[config.mk]
export PLATFORM = sky130hd
export DESIGN_NAME = jk_bank_ctrl
export DESIGN_NICKNAME = d
export VERILOG_FILES = /design/src/rtl/jk_pkg.sv /design/src/rtl/jk_rr_arb2.sv /design/src/rtl/jk_bank_ctrl.sv
export SDC_FILE = /design/constraint.sdc
export NUM_CORES = 1
export LEC_CHECK = 0
export BUFFER_PORTS_ARGS = -buffer_cell sky130_fd_sc_hd__buf_2
export CORE_MARGIN = 1.5
export CORE_UTILIZATION = 45
export DETAILED_ROUTE_END_ITERATION = 12
export PLACE_DENSITY_LB_ADDON = 0.15
export REMOVE_ABC_BUFFERS = 1
export SETUP_SLACK_MARGIN = 0.2
export SKIP_CTS_REPAIR_TIMING = 1
export SYNTH_ARGS = -nofsm -noshare
export SYNTH_HDL_FRONTEND = slang
export SYNTH_SLANG_ARGS = --single-unit
[constraint.sdc]
create_clock -name clk -period 3.1 [get_ports clk]
set_input_delay 0.31 -clock clk [delete_from_list [all_inputs] [get_ports clk]]
set_output_delay 0.31 -clock clk [all_outputs]
set_load 0.01 [all_outputs]
[src/rtl/jk_pkg.sv]
`default_nettype none
// ============================================================================
// Module   : jk_pkg
// Purpose  : Shared definitions for the JK flop-bank command sequencer:
//            op encoding, sequencer states, requester ids and the
//            expected-value helper used for read-back checking.
// Revision : 1.0 - initial release
// ============================================================================
package jk_pkg;

    // Op encoding: bit 0 drives J, bit 1 drives K.
    localparam logic [1:0] OP_HOLD = 2'b00;
    localparam logic [1:0] OP_SET  = 2'b01;
    localparam logic [1:0] OP_CLR  = 2'b10;
    localparam logic [1:0] OP_TGL  = 2'b11;

    // Sequencer states. Each one lasts exactly one cycle.
    typedef enum logic [1:0] {
        ST_IDLE   = 2'd0,
        ST_DRIVE  = 2'd1,
        ST_SAMPLE = 2'd2
    } state_t;

    // Requester ids. These double as the last-grant encoding.
    localparam logic SRC_A = 1'b0;
    localparam logic SRC_B = 1'b1;

    // Value the addressed flop should hold after applying op to old.
    function automatic logic expected_bit(input logic [1:0] op, input logic old);
        logic res;
        case (op)
            OP_SET:  res = 1'b1;
            OP_CLR:  res = 1'b0;
            OP_TGL:  res = ~old;
            default: res = old;
        endcase
        return res;
    endfunction

endpackage : jk_pkg
`default_nettype wire

[src/rtl/jk_rr_arb2.sv]
`default_nettype none
// ============================================================================
// Module   : jk_rr_arb2
// Purpose  : Two-way round-robin arbiter. On a tie the requester that was
//            not granted last wins. After reset, A wins the first tie.
// Revision : 1.0 - initial release
// ============================================================================
module jk_rr_arb2
    import jk_pkg::*;
(
    input  logic       clk,
    input  logic       reset,
    input  logic [1:0] req,
    input  logic       advance,
    output logic [1:0] grant
);

    logic last_grant_q;

    assign grant[0] = req[0] & (~req[1] | (last_grant_q == SRC_B));
    assign grant[1] = req[1] & ~grant[0];

    // Remember the winner whenever the consumer takes the granted request.
    always_ff @(posedge clk) begin
        if (reset) begin
            last_grant_q <= SRC_B;
        end else if (advance) begin
            last_grant_q <= grant[1] ? SRC_B : SRC_A;
        end
    end

endmodule : jk_rr_arb2
`default_nettype wire

[src/rtl/jk_bank_ctrl.sv]
`default_nettype none
// ============================================================================
// Module   : jk_bank_ctrl
// Purpose  : Command sequencer for an external bank of JK flops. It
//            arbitrates two requesters, drives a one-cycle J/K pulse on the
//            addressed bit, reads back Q and reports completion with a
//            mismatch flag.
// Revision : 1.0 - initial release
// ============================================================================
module jk_bank_ctrl
    import jk_pkg::*;
#(
    parameter int N_BITS = 8,
    parameter int IDX_W  = 3
) (
    input  logic              clk,
    input  logic              reset,
    input  logic              a_valid,
    output logic              a_ready,
    input  logic [IDX_W-1:0]  a_idx,
    input  logic [1:0]        a_op,
    input  logic              b_valid,
    output logic              b_ready,
    input  logic [IDX_W-1:0]  b_idx,
    input  logic [1:0]        b_op,
    output logic [N_BITS-1:0] j_out,
    output logic [N_BITS-1:0] k_out,
    input  logic [N_BITS-1:0] q_in,
    output logic              busy,
    output logic              done,
    output logic              done_src,
    output logic              done_q,
    output logic              err
);

    localparam logic [N_BITS-1:0] c_ONE = {{(N_BITS-1){1'b0}}, 1'b1};

    state_t              state_q;
    logic [IDX_W-1:0]    idx_q;
    logic [1:0]          op_q;
    logic                src_q;
    logic                old_q;
    logic [N_BITS-1:0]   j_q;
    logic [N_BITS-1:0]   k_q;
    logic                done_pulse_q;
    logic                done_src_q;
    logic                done_val_q;
    logic                err_q;

    logic [1:0]          w_req;
    logic [1:0]          w_grant;
    logic                w_idle;
    logic                w_accept;
    logic [IDX_W-1:0]    w_sel_idx;
    logic [1:0]          w_sel_op;
    logic [N_BITS-1:0]   w_sel_mask;
    logic [N_BITS-1:0]   w_cur_mask;
    logic                w_cur_bit;
    logic                w_illegal;

    assign w_req = {b_valid, a_valid};

    jk_rr_arb2 u_arb (
        .clk     (clk),
        .reset   (reset),
        .req     (w_req),
        .advance (w_accept),
        .grant   (w_grant)
    );

    // Ready is combinational but only offered in IDLE and never under reset.
    assign w_idle   = (state_q == ST_IDLE);
    assign a_ready  = w_idle & ~reset & w_grant[0];
    assign b_ready  = w_idle & ~reset & w_grant[1];
    assign w_accept = a_ready | b_ready;

    assign w_sel_idx = w_grant[1] ? b_idx : a_idx;
    assign w_sel_op  = w_grant[1] ? b_op  : a_op;

    // A one-hot shift past the top of the bank yields all-zero, so an
    // out-of-range index naturally drives nothing and reads back 0.
    assign w_sel_mask = c_ONE << w_sel_idx;
    assign w_cur_mask = c_ONE << idx_q;
    assign w_cur_bit  = |(q_in & w_cur_mask);
    assign w_illegal  = (32'(idx_q) >= 32'(N_BITS));

    // Sequencer: accept in IDLE, pulse J/K during DRIVE, check during SAMPLE.
    always_ff @(posedge clk) begin
        if (reset) begin
            state_q      <= ST_IDLE;
            idx_q        <= '0;
            op_q         <= OP_HOLD;
            src_q        <= SRC_A;
            old_q        <= 1'b0;
            j_q          <= '0;
            k_q          <= '0;
            done_pulse_q <= 1'b0;
            done_src_q   <= SRC_A;
            done_val_q   <= 1'b0;
            err_q        <= 1'b0;
        end else begin
            done_pulse_q <= 1'b0;
            case (state_q)
                ST_IDLE: begin
                    if (w_accept) begin
                        idx_q   <= w_sel_idx;
                        op_q    <= w_sel_op;
                        src_q   <= w_grant[1] ? SRC_B : SRC_A;
                        j_q     <= w_sel_op[0] ? w_sel_mask : '0;
                        k_q     <= w_sel_op[1] ? w_sel_mask : '0;
                        state_q <= ST_DRIVE;
                    end
                end
                ST_DRIVE: begin
                    j_q     <= '0;
                    k_q     <= '0;
                    old_q   <= w_cur_bit;
                    state_q <= ST_SAMPLE;
                end
                ST_SAMPLE: begin
                    done_pulse_q <= 1'b1;
                    done_src_q   <= src_q;
                    done_val_q   <= w_cur_bit;
                    err_q        <= w_illegal |
                                    (w_cur_bit != expected_bit(op_q, old_q));
                    state_q      <= ST_IDLE;
                end
                default: begin
                    j_q     <= '0;
                    k_q     <= '0;
                    state_q <= ST_IDLE;
                end
            endcase
        end
    end

    assign j_out    = j_q;
    assign k_out    = k_q;
    assign busy     = ~w_idle;
    assign done     = done_pulse_q;
    assign done_src = done_src_q;
    assign done_q   = done_val_q;
    assign err      = err_q;

endmodule : jk_bank_ctrl
`default_nettype wire

-- Word level (Yosys, flattened, before mapping)
Cells that the tools add are included.
- input bits: 22
- logic and storage cells: 54
- register bits: 30
- muxes and demuxes: 15
- equal/unequal tests: 7
- bitwise logic cells: 14
- reduce and logical (&&, ||, !) cells: 4
- shifts and indexed selects: 2
- operator list (operator ; count):
    $mux W8 ; 4
    $pmux W8 S2 ; 2
    $shl A1 B3 Y8 const A ; 2
    $and A8 B8 Y8 ; 1
    $reduce_or A8 Y1 ; 1
    $eq A2 B2 Y1 const B ; 3
    $not A1 Y1 ; 6
    $and A1 B1 Y1 ; 5
    $eq A2 B1 Y1 const B ; 2
    $mux W1 ; 4
    $mux W2 ; 2
    $pmux W2 S2 ; 1
    $reduce_and A2 Y1 ; 2
    $mux W3 ; 1
    $pmux W1 S3 ; 1
    $logic_not A2 Y1 ; 1
    $ne A2 B1 Y1 const B ; 1
    $or A1 B1 Y1 ; 2
    $ne A1 B1 Y1 ; 1

-- Logic depth before layout (Yosys ltp)
- depth in word-level cells: 10
- gate-level depth with buffers: 7

-- Modules after synthesis
A second synthesis with hierarchy kept.
- cell total of the unflattened synthesis: 145
- area, all modules: 1356.3 um^2
- by module, submodules not included (module ; area each (um^2) ; sequential area each (um^2) ; cells an instance ; instances):
    jk_bank_ctrl ; 1302.5 ; 580.6 ; 139 ; 1
    jk_rr_arb2 ; 53.8 ; 20.0 ; 6 ; 1

-- Worst setup path after synthesis
No wires, ideal clock.
- kind: register -> register
- from: reg idx_q[1]
- to: reg err_q (netlist: err)
- arrival: 1313 ps
- setup time: 134 ps
- clock period less this slack: 1447 ps
- data required time: 2966 ps
- path buffers: 0
- slack: 1653 ps
- stages on the path, launching flop included: 5
- cells stage by stage: dfxtp_1 -> mux4_1 -> mux2i_4 -> xnor2_1 -> a21oi_1
- word-level cells in the longest chain between the ends: 4
- ends and longest elaborated chain (what ; line ; RTL):
    start, declared ; jk_bank_ctrl.sv:39 ; logic [IDX_W-1:0] idx_q;
    start signal, assigned ; jk_bank_ctrl.sv:106 ; idx_q <= w_sel_idx;
    $shl A1 B3 Y8 ; jk_bank_ctrl.sv:83 ; assign w_cur_mask = c_ONE << idx_q;
    $and A8 B8 Y8 ; jk_bank_ctrl.sv:84 ; assign w_cur_bit = |(q_in & w_cur_mask);
    $reduce_or A8 Y1 ; jk_bank_ctrl.sv:84 ;
    $ne A1 B1 Y1 ; jk_bank_ctrl.sv:125 ; (w_cur_bit != expected_bit(op_q, old_q));
    end signal, assigned ; jk_bank_ctrl.sv:124 ; err_q <= w_illegal |
    end, declared ; jk_bank_ctrl.sv:48 ; logic err_q;
Every way passes these cells.
A chain may end at the register's enable or synchronous reset.

-- Worst setup path after layout
- from: reg u_arb.last_grant_q
- to: out b_ready
- word-level cells in the longest chain between the ends: 5
- ends and longest elaborated chain (what ; line ; RTL):
    start, declared ; jk_rr_arb2.sv:18 ; logic last_grant_q;
    start signal, assigned ; jk_rr_arb2.sv:28 ; last_grant_q <= grant[1] ? SRC_B : SRC_A;
    $or A1 B1 Y1 ; jk_rr_arb2.sv:20 ; assign grant[0] = req[0] & (~req[1] | (last_grant_q == SRC_B));
    $and A1 B1 Y1 ; jk_rr_arb2.sv:20 ;
    $not A1 Y1 ; jk_rr_arb2.sv:21 ; assign grant[1] = req[1] & ~grant[0];
    $and A1 B1 Y1 ; jk_rr_arb2.sv:21 ;
    $and A1 B1 Y1 ; jk_bank_ctrl.sv:74 ; assign b_ready = w_idle & ~reset & w_grant[1];
    end, declared ; jk_bank_ctrl.sv:23 ; output logic b_ready,
Every way passes these cells.

==> summary.md <==
| Metric | Value |
|---|---|
| Clock buffers created by TritonCTS | `5` |
| Fin crit share | `just under 70%` |
| Placed wire-length estimate | `between 2000 and 2500 um` |
| Crit path time final | `about 2.1 ns` |
| Num ports | `45` |
| Overall die width | `58.3 um` |
| Area of the die | `around 3400 um2` |
| Netlist cell types | `25` |
| Largest net degree at the start of global routing | `28` |
| Max Cap Viol | `0` |
| Floorplan row count | `19` |
| Critical Path Fanout Max | `14` |
| CTS tree | `built` |
| Clock skew | `about 0.014 ns` |
| Post-Syn Area | `~1400 um2` |
| R2r endpoint | `k_out[6]` |
| Worst-Skew Late Latency | `about 0.34 ns` |
| Worst setup path category | `flip-flop to primary output` |
| FF+latch count, synth | `30` |
| Routed len/inst | `between 10 and 15 um` |
| Max frequency | `between 400 and 500 MHz` |
| Core Area | `2830 um2` |
| Routed Antenna Nets | `0` |
| Gp weighted congestion | `roughly 0.7` |
| VDD IR max | `roughly 240 uV` |
| Worst hold path class | `input pin to flip-flop` |
| Rel. slew slack | `approximately two fifths` |
| Clock tree root buffer cell | `clkbuf_4` |
| Area Overhead vs Synth | `20.3%` |
| Setup crit start kind | `flip-flop` |
| Main flop type after synthesis | `dfxtp_1` |
| Ys Warns | `0` |
| Slew @ Worst Pin | `0.881 ns` |
| Clock buffer depth | `2` |
| Initial DRC count | `13` |
| Final #Nets | `between 200 and 250` |
| Pwr/cell area | `slightly below 500 nW/um2` |
| Post-synthesis sequential area ratio | `43.6%` |
| Cells after synthesis | `between 100 and 150` |
| Reg2Reg Depth | `4` |
| Layout cells sized above 1 | `29.8%` |
| Total grt overflow | `0` |
| RR Startpoint | `u_arb.last_grant_q` |
| H-tree level count | `2` |
| Detailed Routing Iterations Pass 1 | `4` |
| R2R setup slack | `around 1.2 ns` |
| Setup TNS | `0 ns` |
| Final Hold Fails | `0` |
| Worst Hold Path EP | `op_q[1]` |
| Final setup fails | `0` |
| Final total power | `approximately 800 uW` |
| Req. time, crit path | `2.79 ns` |
| Vias per cell | `5.61` |
| CP endpoint kind | `primary output` |
| Ant diodes | `0` |
| Clk sinks | `30` |
| Post-synthesis async set-or-reset flop share | `0%` |
| Status | `finished clean` |
| DR vias | `1229` |
| WL final | `about 3000 um` |
| First-pass GRT wire length | `between 4000 and 5000 um` |
| Unrepaired setup endpoints after global routing | `no` |
| Hold path cells | `3` |
| Hold path start | `a_op[1]` |
| Die height | `58.3 um` |
| Avg Cell Area, Syn | `a little under 10 um2` |
| IO Port Bufs | `44` |
| Tot GR Track Use | `19.6%` |
| Post-synth EDFFs | `0` |
| DR DRC count | `0` |
| Initial antenna violation count | `0` |
| Leak Pwr | `0.743 nW` |
| Initial Utilization | `between 40% and 50%` |
| Clock-pin slew on the worst setup and hold paths | `roughly 0.10 ns` |
| Arr. time, crit path | `about 1.8 ns` |
| Fin. max-slew vios | `0` |
| Vias in the first global route | `around 1.1k` |
## placed cells by master, fill, tap and decap left out
| master | netlist | final |
|---|---|---|
| buf_4 | 4 | 1 |
| mux2i_1 | 14 | 14 |
| clkbuf_1 | 2 | 1 |
| clkbuf_8 | 0 | 1 |
| inv_1 | 5 | 5 |
| a211oi_1 | 7 | 7 |
| clkbuf_4 | 0 | 5 |
| nor2b_1 | 2 | 2 |
| mux2_2 | 1 | 1 |
| and2_1 | 5 | 5 |
| a21oi_1 | 2 | 2 |
| a31o_2 | 1 | 1 |
| or2_0 | 1 | 1 |
| nand3_1 | 1 | 1 |
| nor2_1 | 27 | 27 |
| a32oi_1 | 16 | 16 |
| dfxtp_1 | 30 | 30 |
| mux4_1 | 2 | 2 |
| nor3_1 | 1 | 1 |
| o21ai_0 | 1 | 1 |
| mux2i_4 | 1 | 1 |
| a21boi_2 | 1 | 1 |
| clkinv_2 | 0 | 1 |
| buf_2 | 2 | 44 |
| o221ai_1 | 1 | 1 |
| nand2_1 | 7 | 7 |
| xnor2_1 | 1 | 1 |
| nand2b_1 | 8 | 8 |
## cell type report
type                            count  area (um2)
Clock buffer                        7        55.1
Clock inverter                      1        5.00
Fill cell                         249        1170
Inverter                            5        18.8
Multi-Input combinational cell    100         709
Sequential cell                    30         601
Tap cell                           31        38.8
Timing Repair Buffer               45         228
## cell usage after synthesis, types with 2 or more instances
library cell  number  area, um2
mux4_1             2       52.6
buf_4              4       30.0
a21oi_1            2       10.0
a211oi_1           7       52.6
mux2i_1           14        140
inv_1              5       18.8
nor2_1            27        101
dfxtp_1           30        601
clkbuf_1           2       7.51
nand2_1            7       26.3
a32oi_1           16        140
nand2b_1           8       50.1
and2_1             5       31.3
buf_2              2       10.0
nor2b_1            2       12.5
## cells by family (layout without fill, tap and decap cells)
logic type / after synthesis / after routing / share of synthesized area [%]
simple gates: 52 / 52 / 17.3
flops: 30 / 30 / 43.6
compound gates: 29 / 29 / 17.2
mux: 18 / 18 / 16.5
buf+inv: 13 / 58 / 4.82
xor+xnor: 1 / 1 / 0.636
## metrics by stage
| step | hold WS (ns) | utilization (%) | instance area, um2 | cells | worst slack [ns] |
|---|---|---|---|---|---|
| 6_report | 0.335 | 58.5 | 1660 | 219 | 1.01 |
| 5_1_grt | 0.357 | 58.5 | 1660 | 219 | 0.913 |
| 4_1_cts | 0.330 | 58.5 | 1660 | 219 | 1.00 |
| 3_5_place_dp | 0.472 | 56.4 | 1600 | 211 | 0.994 |
| 3_3_place_gp | 0.465 | 56.4 | 1600 | 211 | 1.08 |
| 2_1_floorplan | 0.382 | - | 1330 | 135 | 1.43 |
## routing by layer
layer	track usage (%)	part of all wire, %	vias to the layer above
met5	0	0	-
met4	7.97	1.6	0
met3	6.59	4.3	7
met2	35.5	51	27
met1	20.7	43	586
li1	-	-	609
## state kept, by name, indices dropped and copies added (netlist names)
register / flops
state_q: 2
op_q: 2
done: 1
idx_q: 3
old_q: 1
src_q: 1
j_out: 8
err: 1
u_arb.last_grant_q: 1
k_out: 8
done_src: 1
done_q: 1
## how the worst max path moves through the flow
stage,start,depth (start not counted),end,slack (ns)
floorplan,u_arb.last_grant_q,4,k_out[4],1.43
global placement,reset,5,idx_q[0],1.08
detailed placement,reset,5,j_out[4],0.99
CTS,u_arb.last_grant_q,3,b_ready,1.00
global route,u_arb.last_grant_q,3,b_ready,0.91
finish,u_arb.last_grant_q,3,b_ready,1.01
## report_power, final
part	internal, mW	switching [mW]	total (mW)
combinational	0.0628	0.0813	0.144
sequential	0.402	0.0119	0.414
clock	0.110	0.134	0.244
## critical path, stage by stage, from the launching register on
cell and delay (ns):
dfxtp_1 0.34, a21boi_2 0.71, and2_1 0.25, buf_2 0.14
No activity file was read; power rests on OpenSTA's default activity.
